### src/rtl/atm.sv
// Single-account ATM transaction controller.
// Latency: one cycle; every input is sampled on the rising clk edge and its result appears after that edge.
// Backpressure: none. The block accepts one evaluation per cycle and a held operation repeats every cycle.
//
// Ports:
//   clk, reset             - clock and synchronous active-high reset
//   operation[1:0]         - 00 enquiry, 01 deposit, 10 withdraw, 11 reserved
//   amount[15:0]           - unsigned transaction amount
//   pin, correct_pin[3:0]  - entered and reference PIN
//   balance[15:0]          - registered account balance
//   access_granted         - registered: last cycle had a correct PIN while unlocked
//   transaction_successful - registered: last cycle completed an operation
module atm #(
  parameter logic [15:0] INIT_BALANCE = 16'd1000,
  parameter int          MAX_ATTEMPTS = 3
) (
  input  logic        clk,
  input  logic        reset,
  input  logic [1:0]  operation,
  input  logic [15:0] amount,
  input  logic [3:0]  pin,
  input  logic [3:0]  correct_pin,
  output logic [15:0] balance,
  output logic        access_granted,
  output logic        transaction_successful
);

  typedef enum logic {
    ST_ACTIVE = 1'b0,
    ST_LOCKED = 1'b1
  } state_t;

  localparam logic [1:0] OP_ENQUIRY  = 2'b00;
  localparam logic [1:0] OP_DEPOSIT  = 2'b01;
  localparam logic [1:0] OP_WITHDRAW = 2'b10;

  localparam logic [3:0] MAX_CNT = 4'(MAX_ATTEMPTS);

  state_t      state_q, state_d;
  logic [3:0]  attempts_q, attempts_d;
  logic [15:0] balance_q, balance_d;
  logic        granted_q, granted_d;
  logic        success_q, success_d;

  // Bit 16 of the widened sum flags a deposit that would overflow the balance.
  logic [16:0] dep_sum;
  logic [3:0]  attempts_inc;

  assign dep_sum      = {1'b0, balance_q} + {1'b0, amount};
  assign attempts_inc = attempts_q + 4'd1;

  always_ff @(posedge clk) begin
    if (reset) begin
      state_q    <= ST_ACTIVE;
      attempts_q <= 4'd0;
      balance_q  <= INIT_BALANCE;
      granted_q  <= 1'b0;
      success_q  <= 1'b0;
    end else begin
      state_q    <= state_d;
      attempts_q <= attempts_d;
      balance_q  <= balance_d;
      granted_q  <= granted_d;
      success_q  <= success_d;
    end
  end

  always_comb begin
    state_d    = state_q;
    attempts_d = attempts_q;
    balance_d  = balance_q;
    granted_d  = 1'b0;
    success_d  = 1'b0;

    case (state_q)
      ST_ACTIVE: begin
        if (pin != correct_pin) begin
          attempts_d = attempts_inc;
          if (attempts_inc >= MAX_CNT) begin
            state_d = ST_LOCKED;
          end
        end else begin
          granted_d  = 1'b1;
          attempts_d = 4'd0;
          // amount is only consulted inside the deposit/withdraw branches, so an
          // undefined amount on other cycles can never reach the balance.
          case (operation)
            OP_ENQUIRY: begin
              success_d = 1'b1;
            end
            OP_DEPOSIT: begin
              if (!dep_sum[16]) begin
                balance_d = dep_sum[15:0];
                success_d = 1'b1;
              end
            end
            OP_WITHDRAW: begin
              if (amount <= balance_q) begin
                balance_d = balance_q - amount;
                success_d = 1'b1;
              end
            end
            default: begin
              success_d = 1'b0;
            end
          endcase
        end
      end
      // Locked: everything frozen until reset.
      default: begin
        state_d = ST_LOCKED;
      end
    endcase
  end

  assign balance                = balance_q;
  assign access_granted         = granted_q;
  assign transaction_successful = success_q;

endmodule

### config.mk
export PLATFORM = sky130hd
export DESIGN_NAME = atm
export DESIGN_NICKNAME = d
export VERILOG_FILES = /design/src/rtl/atm.sv
export SDC_FILE = /design/constraint.sdc
export NUM_CORES = 1
export LEC_CHECK = 0
export BUFFER_PORTS_ARGS = -buffer_cell sky130_fd_sc_hd__buf_2
export CAP_MARGIN = 10
export CORE_MARGIN = 3
export CORE_UTILIZATION = 57
export DETAILED_ROUTE_END_ITERATION = 7
export PLACE_DENSITY = 0.82
export SLEW_MARGIN = 30
export SYNTH_ARGS = -nofsm -noshare
export SYNTH_HDL_FRONTEND = slang
export SYNTH_SLANG_ARGS = --single-unit
### constraint.sdc
create_clock -name clk -period 3.15 [get_ports clk]
set_input_delay 0.7875 -clock clk [delete_from_list [all_inputs] [get_ports clk]]
set_output_delay 0.7875 -clock clk [all_outputs]
set_load 0.05 [all_outputs]
==> results of run 1 <==
[registers in the layout, indices dropped and copies added, names as in the netlist]
name,cells
transaction_successful,1
state_q,1
attempts_q,4
balance,16
access_granted,1
[cell families after synthesis]
family | Yosys count | share of synthesized area [%]
compound gates | 115 | 30.10
xor+xnor | 18 | 5.972
fa+ha+maj | 36 | 17.63
buf+inv | 54 | 8.436
flops | 23 | 17.44
mux | 1 | 0.3792
simple gates | 100 | 20.05
[report_power, final]
part           switching, mW  leakage, nW  internal, mW
clock                  0.106       0.0217        0.0898
combinational          0.205         1.30         0.158
sequential            0.0260        0.186         0.311
[layer usage]
layer  part of all wire (%)  track usage (%)
met1                     41            33.33
met2                     47            45.18
met3                    9.3            4.189
met4                    2.6            7.042
met5                      0                0
[final cells by class]
cell class	count	area [µm²]
Clock inverter	1	7.507
Clock buffer	3	41.29
Sequential cell	23	460.4
Inverter	35	131.4
Fill cell	366	1239
Tap cell	52	65.06
Multi-Input combinational cell	270	1962
Timing Repair Buffer	81	508.0
[repair_timing]
action | CTS | global route
gates resized for setup | 0 | 1
buffers inserted | 0 | 0
setup endpoints to repair | 0 | 1
[worst max path at each step]
stage | cells after the start | from | slack (ns) | endpoint
detailed placement | 12 | amount[0] | -0.09 | balance[11]
CTS | 12 | amount[0] | 0.16 | balance[11]
global placement | 12 | amount[0] | -0.01 | balance[11]
global route | 12 | amount[0] | 0.01 | balance[3]
floorplan | 12 | amount[0] | 0.16 | balance[0]
finish | 12 | amount[0] | 0.20 | balance[3]
[stage by stage]
step / hold WS (ns) / power [mW] / cell area, µm²
final: 0.5324 / 0.8958 / 3176
after floorplan: 0.4781 / 0.5890 / 2640
after global routing: 0.5502 / 0.9393 / 3176
after detailed placement: 0.5157 / 0.6979 / 3122
after CTS: 0.5346 / 0.8890 / 3171
after global placement: 0.4898 / 0.6880 / 3122
[tightest hold or removal path: stages (launching register included)]
cell     delay, ns
dfxtp_1       0.36
nand3_1       0.08
a21oi_1       0.06
[synth_stat cells (2+ instances only)]
cell and n:
a211o_1 2, a211oi_1 10, a21o_1 3, a21oi_1 35
a31oi_1 2, and3_1 2, buf_2 3, buf_4 4
clkbuf_1 10, dfxtp_1 23, fa_1 2, ha_1 34
inv_1 35, nand2_1 12, nand2b_1 3, nand3_1 14
nand3b_1 2, nand4_1 3, nor2_1 25, nor2b_1 7
nor3_1 16, nor4_2 2, o211ai_1 14, o21a_1 4
o21ai_0 17, o21bai_1 2, o22ai_1 2, o31ai_1 9
o41ai_1 2, or3_1 3, xnor2_1 7, xor2_1 11
==> results.json, run 1 <==
{
  "finalWorstSetupSlack_ns": 0.1976,
  "utilization_pct": 71.94,
  "synth_top_area_share_pct": 17.44,
  "cts.sinks": 23,
  "hold_end": "balance[1]",
  "hold_start": "balance[1]",
  "outcome": "finished clean",
  "syn_to_final_growth_pct": 20.28,
  "dp_slack_ns": -0.09228,
  "layout-drive-gt1-share_pct": 22.76,
  "cts_made_buffers": 3,
  "cp_top_family": "compound AO/OA/AOI/OAI gates",
  "clock_latency_ns": 0.27,
  "ys_dominant_reg_cell": "dfxtp_1",
  "antenna_found_initial": 0,
  "ant_nets": 0,
  "cap_violations": 0,
  "drt_iter0_drc": 344,
  "required_ns": 3.34,
  "grt_setup_unrepaired": "false",
  "power.leakage_nw": 1.510,
  "most-common-layout-cells": "buf_2 (45), inv_1 (35), a21oi_1 (35), buf_4 (35), ha_1 (34)",
  "hpwl_um": 5818,
  "wl_um": 7293,
  "num_vias": 2942,
  "crit_chain": "buf_2, ha_1, inv_1, fa_1, nor2_1, o221ai_2, a2111oi_4, o211a_1, or3_1, buf_4, a21oi_1, o21ai_0",
  "crit_buf_inv": 3,
  "cpPeakStageDelay_ns": 0.38,
  "syn_area_per_cell_um2": 7.608,
  "grt_max_degree": 22,
  "gr-total-overflow": 0,
  "drt_pre_antenna_iters": 5,
  "crit_type": "primary input to flip-flop",
  "ys_types": 59,
  "coreArea_um2": 4414,
  "maxSlewViolCount": 0,
  "r2r_start": "balance[0]",
  "io-pin-count": 46,
  "gp_congestion": 0.9497,
  "htreeDepth": 1,
  "holdPathStages": 2,
  "grt_use_total_pct": 26.03,
  "synth-seq-cells": 23,
  "setup_viol": 0,
  "period_share_pct": 93.73,
  "timing.rr.end": "balance[3]",
  "clockBufferDepth": 2,
  "cp_slowest_cell": "fa_1",
  "grt_pass1_vias": 2595,
  "num_rows": 24,
  "p_per_area_nw_per_um2": 282.1,
  "viasPerCell": 6.327,
  "final_common_cell": "buf_2",
  "numPlacedInstances": 461,
  "hold_viol": 0,
  "portBuffers": 45,
  "ir_drop_uv": 279.9,
  "hold_buffers": 0,
  "crit_path_start_kind": "primary input",
  "synthCells": 347,
  "reg2reg_depth": 11,
  "initial_core_util_pct": 59.81,
  "max_slew_margin_pct": 66.65,
  "grt_pass1_wl_um": 11500,
  "routedWlPerCell_um": 15.68,
  "synth_edf_count": 0,
  "synth_area_um2": 2640,
  "tns_ns": 0,
  "rrSetupSlack_ns": 0.37,
  "yosysSeqAreaShare_pct": 17.44,
  "layout_min_cycle_time_ns": 2.952,
  "drcViolationCount": 0,
  "die_area_um2": 5484,
  "ys_top_cells_by_area": "dfxtp_1 (17%), ha_1 (16%), a21oi_1 (6.6%), inv_1 (5.0%), o211ai_1 (4.0%)",
  "cts_tree": "yes",
  "arrival_ns": 3.14,
  "hp-class": "flip-flop to flip-flop",
  "timing.fmax_mhz": 338.7,
  "synthArstFlopShare_pct": 0,
  "die_h_um": 74.06,
  "synth_top_area_cell": "dfxtp_1",
  "cp_max_fo": 9,
  "synthesis.nets": 411,
  "clock-root-buffer": "clkbuf_8",
  "die_w_um": 74.06,
  "finalNonFillerCells": 465,
  "fin_skew_ns": 0.002788,
  "antennaDiodeCount": 0,
  "cp-end-kind": "flip-flop",
  "clk_pin_slew_ns": 0.09,
  "synth_warnings": 0,
  "tightest_slew_ns": 0.4938,
  "fin_nets": 478
}
No activity file was read; power rests on OpenSTA's default activity.
==> run 2: changes to the inputs <==
PLACE_DENSITY = not set   (was 0.82)
PLACE_DENSITY_LB_ADDON = 0.3   (was not set)
==> results.json, run 2 (synthesis results as in run 1) <==
{
  "tns_ns": 0,
  "routedWlPerCell_um": 15.58,
  "most-common-layout-cells": "buf_2 (45), inv_1 (35), a21oi_1 (35)",
  "layout_min_cycle_time_ns": 2.951,
  "p_per_area_nw_per_um2": 281.5,
  "portBuffers": 45,
  "maxSlewViolCount": 0,
  "drt_pre_antenna_iters": 5,
  "die_h_um": 74.06,
  "num_vias": 2827,
  "num-fill-cells": 367,
  "htreeDepth": 1,
  "utilization_pct": 71.60,
  "die_w_um": 74.06,
  "multi_input_area_um2": 1957,
  "hold_slack_ns": 0.5214,
  "cts_made_buffers": 3,
  "hold_buffers": 0,
  "numPlacedInstances": 460,
  "arrival_ns": 3.14,
  "grt_pass1_vias": 2542,
  "grt_setup_unrepaired": "false",
  "crit_path_start_kind": "primary input",
  "wl_um": 7230,
  "grt_use_total_pct": 26.48,
  "outcome": "finished clean",
  "grt_pass1_wl_um": 11620,
  "finalWorstSetupSlack_ns": 0.1992,
  "gr-total-overflow": 0,
  "ir_drop_uv": 261.8,
  "fin_skew_ns": 0.009420,
  "initial_core_util_pct": 59.81,
  "drt_iter0_drc": 242,
  "antenna_found_initial": 0,
  "cts_tree": "yes",
  "clockBufferDepth": 2,
  "die_area_um2": 5484,
  "dp_slack_ns": -0.02983,
  "cp-end-kind": "flip-flop",
  "hold_viol": 0,
  "period_share_pct": 93.68,
  "postCtsSetupBuffers": 0,
  "cts_resized": 0,
  "gp_congestion": 0.9548,
  "cp_slowest_cell": "nor3_1",
  "coreArea_um2": 4414,
  "num_rows": 24,
  "design_area_um2": 3161,
  "hp-class": "flip-flop to flip-flop",
  "setup_viol": 0,
  "crit_chain": "buf_2, ha_1, inv_1, fa_1, nor2_1, o221ai_2, a2111oi_4, o211a_1, nor3_1, buf_12, nor3_1, a211oi_1",
  "max_slew_margin_pct": 45.56,
  "cts.sinks": 23,
  "setup.worst_path.start": "amount[0]",
  "tightest_slew_ns": 0.8150,
  "finalNonFillerCells": 464,
  "hpwl_um": 5947,
  "crit_path_frequent_cell": "nor3_1",
  "required_ns": 3.34,
  "ant_nets": 0,
  "largest_reg_flops": 16,
  "power.leakage_nw": 1.499,
  "cap_violations": 0,
  "timing.fmax_mhz": 338.9,
  "syn_to_final_growth_pct": 19.72,
  "seqCellArea_um2": 460.4,
  "drcViolationCount": 0,
  "crit_type": "primary input to flip-flop",
  "fin_nets": 477,
  "cp_max_fo": 10,
  "hold_start": "attempts_q[2]",
  "post_dp_cell_area_um2": 3114,
  "io-pin-count": 46,
  "antennaDiodeCount": 0,
  "power_mw": 0.8897,
  "clock-root-buffer": "clkbuf_8",
  "r2r_start": "balance[0]",
  "layout-drive-gt1-share_pct": 22.33,
  "clock_latency_ns": 0.27,
  "final_common_cell": "buf_2",
  "clk_pin_slew_ns": 0.09,
  "cpPeakStageDelay_ns": 0.59,
  "grt_max_degree": 17,
  "viasPerCell": 6.093
}
==> run 2: path summary, 6_finish.rpt <==
path                   endpoint  slack [ns]  depth (start not counted)
setup / recovery     balance[0]        0.20                         12
hold / removal    attempts_q[2]        0.52                          2
setup reg to reg     balance[6]        0.36                         12
hold reg to reg   attempts_q[2]        0.52                          2
==> run 2: final cells by class <==
cell class / instances / area share [%]
Clock buffer: 3 / 1.306
Clock inverter: 1 / 0.1584
Inverter: 35 / 4.157
Multi-Input combinational cell: 270 / 61.92
Sequential cell: 23 / 14.57
Tap cell: 52 / 2.059
Timing Repair Buffer: 80 / 15.84
==> run 2: where the power goes <==
part	total, mW	leakage (nW)	internal, mW	switching [mW]
logic	0.361	1.29	0.156	0.205
clock network	0.190	0.0255	0.0885	0.101
registers	0.339	0.186	0.311	0.0273
total	0.890	1.50	0.556	0.334
==> run 2: worst max-delay path, delay by kind of cell <==
family                   cells  cell delay, ns
AND/OR/NAND/NOR              3            0.71
buffers and inverters        3            0.38
AO/OA/AOI/OAI                4            0.87
adder cells (fa/ha/maj)      2            0.39
==> run 2: layer usage <==
metal	track usage [%]	vias to the layer above	part of all wire [%]
met5	0	-	0
met4	5.030	0	1.1
met3	2.432	11	5.4
met2	45.47	103	48
met1	36.34	1318	45
li1	-	1395	-
